`src/rtl/conv_operand_feeder_if.sv`:
```
// Weight and activation handshake bundle between an operand source and conv_operand_feeder.
// Handshake: a word transfers on a rising clk edge where valid && ready; the source holds data stable while valid && !ready.
interface conv_operand_feeder_if;
  logic       w_valid;
  logic       w_ready;
  logic [7:0] w_data;
  logic       a_valid;
  logic       a_ready;
  logic [7:0] a_data;

  modport master (
    output w_valid, w_data, a_valid, a_data,
    input  w_ready, a_ready
  );

  modport slave (
    input  w_valid, w_data, a_valid, a_data,
    output w_ready, a_ready
  );
endinterface

```
`src/rtl/conv_operand_feeder.sv`:
```
// Operand feeder for a chain of N PEs: loads N weights, streams len activations from a FIFO, flushes N zeros, pulses done.
// Optional feature macro: CONV_FEEDER_BIAS_EN (feed_psum carries the bias latched at start).
module conv_operand_feeder #(
  parameter int N     = 3,
  parameter int DEPTH = 16
) (
  input  logic       clk,
  input  logic       rst,
  input  logic       start,
  input  logic [7:0] len,
  input  logic [7:0] bias,
  conv_operand_feeder_if.slave bus,
  output logic [7:0] feed_a,
  output logic [7:0] feed_b,
  output logic       feed_b_en,
  output logic [7:0] feed_psum,
  output logic       busy,
  output logic       done,
  output logic [2:0] dbg_state
);
  localparam int AW  = $clog2(DEPTH);
  localparam int CW  = AW + 1;
  localparam int WCW = $clog2(N + 1);
  localparam logic [WCW-1:0] LAST_CNT = WCW'(N - 1);
  localparam logic [CW-1:0]  FULL_CNT = CW'(DEPTH);

  typedef enum logic [2:0] {
    S_IDLE   = 3'd0,
    S_LOAD_W = 3'd1,
    S_STREAM = 3'd2,
    S_FLUSH  = 3'd3,
    S_DONE   = 3'd4
  } state_t;

  state_t         state_q, state_d;
  logic [7:0]     rem_q, rem_d;
  logic [WCW-1:0] wcnt_q, wcnt_d;
  logic [WCW-1:0] fcnt_q, fcnt_d;
  logic [7:0]     feed_a_q, feed_a_d;
  logic [7:0]     feed_b_q, feed_b_d;
  logic           feed_b_en_q, feed_b_en_d;
  logic [7:0]     psum_q, psum_d;
  logic [AW-1:0]  wr_ptr_q, wr_ptr_d;
  logic [AW-1:0]  rd_ptr_q, rd_ptr_d;
  logic [CW-1:0]  count_q, count_d;
  logic [7:0]     mem_q [DEPTH];

  logic full, empty, push, pop, w_accept;

  assign full     = (count_q == FULL_CNT);
  assign empty    = (count_q == '0);
  // a_ready is gated by rst so the source sees no space while the block is held in reset.
  assign bus.a_ready = rst && !full;
  assign bus.w_ready = (state_q == S_LOAD_W);
  assign push     = bus.a_valid && bus.a_ready;
  assign pop      = (state_q == S_STREAM) && !empty && (rem_q != '0);
  assign w_accept = (state_q == S_LOAD_W) && bus.w_valid;

`ifndef CONV_FEEDER_BIAS_EN
  logic unused_bias;
  assign unused_bias = ^bias;
`endif

  always_comb begin
    state_d     = state_q;
    rem_d       = rem_q;
    wcnt_d      = wcnt_q;
    fcnt_d      = fcnt_q;
    feed_a_d    = '0;
    feed_b_d    = '0;
    feed_b_en_d = 1'b0;
    psum_d      = psum_q;
    case (state_q)
      S_IDLE: begin
        if (start) begin
          state_d = S_LOAD_W;
          rem_d   = len;
          wcnt_d  = '0;
          fcnt_d  = '0;
`ifdef CONV_FEEDER_BIAS_EN
          psum_d  = bias;
`else
          psum_d  = '0;
`endif
        end
      end
      S_LOAD_W: begin
        feed_b_d = feed_b_q;
        if (w_accept) begin
          feed_b_d    = bus.w_data;
          feed_b_en_d = 1'b1;
          wcnt_d      = wcnt_q + 1'b1;
          if (wcnt_q == LAST_CNT) begin
            state_d = (rem_q == '0) ? S_FLUSH : S_STREAM;
          end
        end
      end
      S_STREAM: begin
        // An empty FIFO leaves feed_a at zero: a bubble the PE chain absorbs.
        if (pop) begin
          feed_a_d = mem_q[rd_ptr_q];
          rem_d    = rem_q - 8'd1;
          if (rem_q == 8'd1) state_d = S_FLUSH;
        end else if (rem_q == '0) begin
          state_d = S_FLUSH;
        end
      end
      S_FLUSH: begin
        if (fcnt_q == LAST_CNT) begin
          state_d = S_DONE;
        end else begin
          fcnt_d = fcnt_q + 1'b1;
        end
      end
      S_DONE: begin
        state_d = S_IDLE;
        psum_d  = '0;
      end
      default: state_d = S_IDLE;
    endcase
  end

  always_comb begin
    wr_ptr_d = wr_ptr_q;
    rd_ptr_d = rd_ptr_q;
    count_d  = count_q + CW'(push) - CW'(pop);
    if (push) wr_ptr_d = wr_ptr_q + AW'(1);
    if (pop)  rd_ptr_d = rd_ptr_q + AW'(1);
  end

  always_ff @(posedge clk or negedge rst) begin
    if (!rst) begin
      state_q     <= S_IDLE;
      rem_q       <= '0;
      wcnt_q      <= '0;
      fcnt_q      <= '0;
      feed_a_q    <= '0;
      feed_b_q    <= '0;
      feed_b_en_q <= 1'b0;
      psum_q      <= '0;
      wr_ptr_q    <= '0;
      rd_ptr_q    <= '0;
      count_q     <= '0;
    end else begin
      state_q     <= state_d;
      rem_q       <= rem_d;
      wcnt_q      <= wcnt_d;
      fcnt_q      <= fcnt_d;
      feed_a_q    <= feed_a_d;
      feed_b_q    <= feed_b_d;
      feed_b_en_q <= feed_b_en_d;
      psum_q      <= psum_d;
      wr_ptr_q    <= wr_ptr_d;
      rd_ptr_q    <= rd_ptr_d;
      count_q     <= count_d;
    end
  end

  // Storage needs no reset: the pointers and occupancy define what is valid.
  always_ff @(posedge clk) begin
    if (push) mem_q[wr_ptr_q] <= bus.a_data;
  end

  assign feed_a    = feed_a_q;
  assign feed_b    = feed_b_q;
  assign feed_b_en = feed_b_en_q;
  assign feed_psum = psum_q;
  assign busy      = (state_q != S_IDLE);
  assign done      = (state_q == S_DONE);
  assign dbg_state = state_q;
endmodule

```
`src/flat_wrapper.sv`:
```
// flat-port wrapper written by rule: the top's interface ports become plain ports
module conv_operand_feeder_flat 
#(
  parameter int N     = 3,
  parameter int DEPTH = 16
)
  (clk, rst, start, len, bias, feed_a, feed_b, feed_b_en, feed_psum, busy, done, dbg_state, bus_w_valid, bus_w_data, bus_a_valid, bus_a_data, bus_w_ready, bus_a_ready);
  conv_operand_feeder_if bus_i ();
  input  logic clk;
  input  logic rst;
  input  logic start;
  input  logic [7:0] len;
  input  logic [7:0] bias;
  output logic [7:0] feed_a;
  output logic [7:0] feed_b;
  output logic feed_b_en;
  output logic [7:0] feed_psum;
  output logic busy;
  output logic done;
  output logic [2:0] dbg_state;
  input wire logic [$bits(bus_i.w_valid)-1:0] bus_w_valid;
  input wire logic [$bits(bus_i.w_data)-1:0] bus_w_data;
  input wire logic [$bits(bus_i.a_valid)-1:0] bus_a_valid;
  input wire logic [$bits(bus_i.a_data)-1:0] bus_a_data;
  output wire logic [$bits(bus_i.w_ready)-1:0] bus_w_ready;
  output wire logic [$bits(bus_i.a_ready)-1:0] bus_a_ready;
  assign bus_i.w_valid = bus_w_valid;
  assign bus_i.w_data = bus_w_data;
  assign bus_i.a_valid = bus_a_valid;
  assign bus_i.a_data = bus_a_data;
  assign bus_w_ready = bus_i.w_ready;
  assign bus_a_ready = bus_i.a_ready;
  conv_operand_feeder #(.N(N), .DEPTH(DEPTH)) u_core (.clk(clk), .rst(rst), .start(start), .len(len), .bias(bias), .bus(bus_i), .feed_a(feed_a), .feed_b(feed_b), .feed_b_en(feed_b_en), .feed_psum(feed_psum), .busy(busy), .done(done), .dbg_state(dbg_state));
endmodule
```
`config.mk`:
```
export PLATFORM = sky130hd
export DESIGN_NAME = conv_operand_feeder_flat
export DESIGN_NICKNAME = d
export VERILOG_FILES = /design/src/rtl/conv_operand_feeder_if.sv /design/src/rtl/conv_operand_feeder.sv /design/src/flat_wrapper.sv
export SDC_FILE = /design/constraint.sdc
export NUM_CORES = 1
export LEC_CHECK = 0
export BUFFER_PORTS_ARGS = -buffer_cell sky130_fd_sc_hd__buf_4
export CORE_ASPECT_RATIO = 0.7
export CORE_UTILIZATION = 40
export DETAILED_ROUTE_END_ITERATION = 8
export PLACE_DENSITY = 0.55
export SLEW_MARGIN = 20
export SYNTH_ARGS = -nofsm -noshare
export SYNTH_HDL_FRONTEND = slang
export SYNTH_SLANG_ARGS = --single-unit
```
`constraint.sdc`:
```
create_clock -name clk -period 6.5 [get_ports clk]
set_input_delay 0.975 -clock clk [delete_from_list [all_inputs] [get_ports clk]]
set_output_delay 0.975 -clock clk [all_outputs]
set_load 0.005 [all_outputs]
```
; After elaboration in Yosys (flattened, before gate mapping)
; Memory sizes are Yosys's and may differ from the RTL's.
; Cells that the tools add are included.
[word_totals]
n_memories = 1
ram_bits = 128
output_inout_bits = 32
wordCells = 83
reg_bits = 53
input_bits = 37
[op_classes]
reduce_logical = 21
muxes = 27
n_addsub = 7
n_eq_ne = 16
[mem_list]
columns = name, depth, word_bits, read_ports, rd_ports_with_merged_regs, wr, line
row1 = u_core.mem_q, 16, 8, 1, 0, 1, conv_operand_feeder.sv:46  ; logic [7:0] mem_q [DEPTH];
[ops]
columns = cell, n
row1 = 8-bit two-way mux, 7
row2 = 8-bit case mux with 2 select lines, 2
row3 = 3-bit two-way mux, 7
row4 = 3-bit case mux with 4 select lines, 1
row5 = 3-bit AND reduction, 3
row6 = 4-bit by 1-bit adder with 4-bit output (second input constant), 2
row7 = 8-bit by 1-bit equality test with 1-bit output (second input constant), 1
row8 = 8-bit logical NOT, 1
row9 = 2-bit by 1-bit inequality test with 1-bit output (second input constant), 4
row10 = 2-bit case mux with 2 select lines, 2
row11 = 2-bit nonzero test, 4
row12 = 8-bit nonzero test, 1
row13 = 8-bit by 1-bit subtractor with 8-bit output (second input constant), 1
row14 = 3-bit by 2-bit equality test with 1-bit output (second input constant), 2
row15 = 2-bit two-way mux, 3
row16 = 6-bit AND reduction, 1
row17 = 5-bit by 1-bit adder with 5-bit output, 1
row18 = 5-bit equality test (second input constant), 1
row19 = 1-bit logical AND, 5
row20 = 5-bit logical NOT, 1
row21 = 1-bit two-way mux, 5
row22 = 5-bit by 1-bit subtractor with 5-bit output, 1
row23 = 2-bit by 1-bit adder with 2-bit output (second input constant), 2
row24 = 2-bit equality test (second input constant), 2
row25 = 9 further kinds, 11

; Logic depth before layout (Yosys ltp)
[logic_depth]
depth_word = 6
mapped_depth = 13
ltp_nobuf = 12

; Least setup slack after synthesis
; OpenSTA, ideal clock, no wires.
[synth_path]
path_type = reg-to-reg
from = reg u_core.count_q[3]
to = reg u_core.count_q[4]
period_less_slack_ns = 2.730
setup_slack_ns = 3.770
stages_incl_launch_ff = 14
setup_time_ns = 0.123
t_arrival_ns = 2.607
n_path_buf = 1
t_required_ns = 6.377
cell_sequence = dfrtp_1 > inv_1 > ha_1 > nor4b_1 > a211oi_4 > buf_6 > ha_1 > inv_1 > ha_1 > fa_1 > a21oi_1 > nor2_1 > nor2_1 > xnor2_1
[synth_between]
elab_chain_cells = 6
word_cells_on_any_way = 10
classes_between = add/sub (2) / eq/ne (1) / reduce/logical (7)
[synth_rtl]
columns = element, line
row1 = start: declaration, conv_operand_feeder.sv:45  ; logic [CW-1:0] count_q, count_d;
row2 = start signal: assignment, conv_operand_feeder.sv:155  ; count_q <= count_d;
row3 = 5-bit equality test, conv_operand_feeder.sv:50  ; assign full = (count_q == FULL_CNT);
row4 = 1-bit logical NOT, conv_operand_feeder.sv:53  ; assign bus.a_ready = rst && !full;
row5 = 1-bit logical AND, conv_operand_feeder.sv:53
row6 = 1-bit logical AND, conv_operand_feeder.sv:55  ; assign push = bus.a_valid && bus.a_ready;
row7 = 5-bit by 1-bit adder with 5-bit output, conv_operand_feeder.sv:126  ; count_d = count_q + CW'(push) - CW'(pop);
row8 = 5-bit by 1-bit subtractor with 5-bit output (*), conv_operand_feeder.sv:126
row9 = named net u_core.count_d[4], conv_operand_feeder.sv:45
; Mark *: on every way through the listed nets, which the timed path passes. The rest lies on a longest branch.
; A chain may end at the register's enable or synchronous reset.

; Worst setup path after layout
[layout_path]
from = reg u_core.state_q[1] (netlist: u_core.dbg_state[1])
to = reg u_core.count_q[4]
[layout_between]
elab_chain_cells = 4
[layout_rtl]
columns = element, line
row1 = start: declaration, conv_operand_feeder.sv:35  ; state_t state_q, state_d;
row2 = start signal: assignment, conv_operand_feeder.sv:145  ; state_q <= state_d;
row3 = 3-bit by 2-bit equality test with 1-bit output, conv_operand_feeder.sv:56  ; assign pop = (state_q == S_STREAM) && !empty && (rem_q != '0);
row4 = 1-bit logical AND (2 in series), conv_operand_feeder.sv:56
row5 = 5-bit by 1-bit subtractor with 5-bit output, conv_operand_feeder.sv:126
row6 = named net u_core.count_d[4], conv_operand_feeder.sv:45
; The timed path passes the listed nets, and every way through them passes these cells.

==> results.yml <==
global_route:
  grt_max_degree: 47
  grt_pass1_vias: 3973
  antenna_found_initial: 0
  grt_pass1_wl_mm: 22.1
  grt_use_total_pct: 16.3
  grt_overflow: 0
die:
  fp.coreArea_sq_um: 17500
  rows: 40
  floorplan.initialDensity_pct: 41.7
  dieArea_sq_um: 18800
  die_h_microns: 115
  dieWidth_microns: 163
  io_pins: 69
worst_setup_path:
  worst-setup-path-type: "reg2reg"
  critPathLaunchType: "flip-flop"
  cp_max_fo: 16
  critPathRequiredTime_ps: 6850
  cp-end-kind: "flip-flop"
  crit_arrival_ps: 3630
sta:
  fin_skew_ps: 15.8
  fin_setup_tns_ps: 0
  timing.final.crit_period_ps: 3290
  rsz0062_at_grt: "false"
  finalSetupViolations: 0
  tightestPinTransition_ps: 979
  drv_slew: 0
  final-hold-violation-count: 0
  relSlewSlack_pct: 34.6
  holdWs_ps: 494
  min_period_over_period_pct: 50.6
  max_freq_ghz: 0.304
yosys:
  synth_async_sr_flop_share_pct: 26.0
  ys_seq_area_share_pct: 68.3
  synth_ff_type: "edfxtp_1"
  netlist_area_sq_um: 7280
  synth.distinct_cells: 52
  syn_inst: 437
  ys_seq_elements: 173
  synth_edf_count: 128
  synth.avg_cell_area_sq_um: 16.7
  yosys_warnings: 0
final_layout:
  nNetsFinal: 545
  fill_cells: 1516
  multi_input_area_sq_um: 2110
  syn2layout_area_growth_pct: 15.4
  drive_gt1_share_pct: 26.5
  layout_commonest_cell: "edfxtp_1"
  seq_area_sq_um: 4970
  diodes: 0
  mostFrequentLayoutCells: "edfxtp_1, buf_4, dfrtp_1"
clock_tree:
  numCtsBuffers: 17
  cts_buffer_depth: 2
  cts_tree: "done"
  cts_resized: 0
  root_buffer: "clkbuf_16"
  clkLatencyLatePin_ps: 430
  cts.sinks: 173
  clkTransAtPathRegs_ps: 70
  cts_setup_buffers: 0
  cts_hold_buffers: 0
  h-tree-depth: 4
power_and_ir_drop:
  peakVddDrop_uv: 271
  p_per_area_nw_per_um2: 396
  leakagePower_nw: 3.09
drt:
  drtPass1Iterations: 5
  drt_iter0_drc: 231
  wl_per_cell_microns: 19.0
  vias: 3837
  drt-total-wl_mm: 14.0
  drc_errors: 0
  antenna_left: 0
  viasPerCell: 5.21
min_path:
  hold_path_class: "reg2reg"
run:
  maxCapViolations: 0
place:
  dp_hpwl_mm: 9.19
  portBuffers: 52
  place.gp.congestion: 0.781
run_status:
  outcome: "finished, final reports clean"
## kinds of logic (layout without fill, tap and decap cells)
kind of cell | count (synthesis) | in the layout | synth area share, %
compound gates | 47 | 47 | 4.62
xor+xnor | 10 | 10 | 1.31
fa+ha+maj | 16 | 16 | 2.85
buf+inv | 47 | 108 | 3.18
flops | 173 | 173 | 68.3
mux | 58 | 58 | 13.5
other cells | 1 | 8 | 0.0515
simple gates | 85 | 85 | 6.20
## per-layer routing
layer	vias up	global-route usage [%]	part of all wire, %
met5	-	0	0
met4	0	5.61	0.30
met3	2	4.00	3.8
met2	90	25.0	47
met1	1973	22.7	49
li1	1772	-	-
## final cells by class
type / count / area share, %
clock inverter: 13 / 1.22
inverter: 20 / 0.893
clock buffer: 19 / 5.15
timing repair buffer: 56 / 5.00
multi-input combinational: 224 / 25.1
tap: 231 / 3.44
sequential: 173 / 59.2
## synthesized netlist by cell type (2+ instances only)
| cell type | number | share of area (%) |
|---|---|---|
| nand4_1 | 3 | 0.26 |
| nor2b_1 | 2 | 0.17 |
| nor2_1 | 29 | 1.5 |
| nand2_1 | 23 | 1.2 |
| o221ai_1 | 3 | 0.36 |
| nor4b_2 | 2 | 0.41 |
| nand2b_1 | 3 | 0.26 |
| inv_1 | 20 | 1.0 |
| a21oi_1 | 8 | 0.55 |
| nor3_1 | 6 | 0.41 |
| buf_6 | 2 | 0.31 |
| mux2i_1 | 24 | 3.3 |
| xor2_1 | 3 | 0.36 |
| o211ai_1 | 2 | 0.21 |
| nor3b_1 | 3 | 0.31 |
| and2_1 | 2 | 0.17 |
| nor4b_1 | 2 | 0.24 |
| buf_2 | 8 | 0.55 |
| buf_1 | 2 | 0.10 |
| o22ai_1 | 10 | 0.86 |
| nand3_1 | 4 | 0.28 |
| o21ai_1 | 2 | 0.14 |
| o21bai_1 | 2 | 0.21 |
| ha_1 | 15 | 2.6 |
| buf_4 | 8 | 0.83 |
| dfrtp_1 | 45 | 15 |
| xnor2_1 | 6 | 0.72 |
| o21ai_0 | 7 | 0.48 |
| mux4_2 | 32 | 9.9 |
| o22a_1 | 2 | 0.24 |
| edfxtp_1 | 128 | 53 |
| a22oi_1 | 2 | 0.21 |
| clkbuf_1 | 7 | 0.36 |
| a22oi_2 | 2 | 0.34 |
## worst max-delay path, cell delays in order (launching register included)
cell      delay [ps]
dfrtp_1          540
or3b_4           510
a211oi_4         780
ha_1             250
inv_1             40
ha_1             220
fa_1             430
a21oi_1          140
nor2_1            50
nor2_1           110
xnor2_1          120
## final timing paths
| path | slack [ps] | start | cells past startpoint | end |
|---|---|---|---|---|
| setup / recovery | 3210 | u_core.dbg_state[1] | 10 | u_core.count_q[4] |
| setup reg to reg | 3210 | u_core.dbg_state[1] | 10 | u_core.count_q[4] |
| min in group asynchronous | 580 | rst | 1 | u_core.count_q[3] |
| max in group asynchronous | 5440 | rst | 1 | u_core.rd_ptr_q[1] |
| hold reg to reg | 490 | u_core.wcnt_q[0] | 1 | u_core.wcnt_q[0] |
| hold / removal | 490 | u_core.wcnt_q[0] | 1 | u_core.wcnt_q[0] |
## registers in the layout, summed over array words and instances, names as in the netlist
name              count
u_core.mem_q        128
u_core.feed_a         8
u_core.feed_b         8
u_core.rem_q          8
u_core.count_q        5
u_core.rd_ptr_q       4
u_core.wr_ptr_q       4
u_core.dbg_state      3
u_core.fcnt_q         2
u_core.wcnt_q         2
u_core.feed_b_en      1
## stage by stage
stage | cell area, sq um | setup slack [ps] | std cells | util (%) | total power [W]
detailed placement | 7870 | 2680 | 704 | 45.0 | 0.00244
global placement | 7870 | 2800 | 704 | 45.0 | 0.00241
CTS | 8400 | 3130 | 736 | 48.1 | 0.00337
floorplan | 7310 | 3770 | 444 | - | 0.00216
global route | 8400 | 2970 | 736 | 48.1 | 0.00352
finish | 8400 | 3210 | 736 | 48.1 | 0.00333
## power by group
part / total, W / switching (W) / internal (W)
Sequential: 0.00153 / 0.000181 / 0.00134
Combinational: 0.000871 / 0.000428 / 0.000443
Clock: 0.000929 / 0.000407 / 0.000522
No activity file was read; power rests on OpenSTA's default activity.
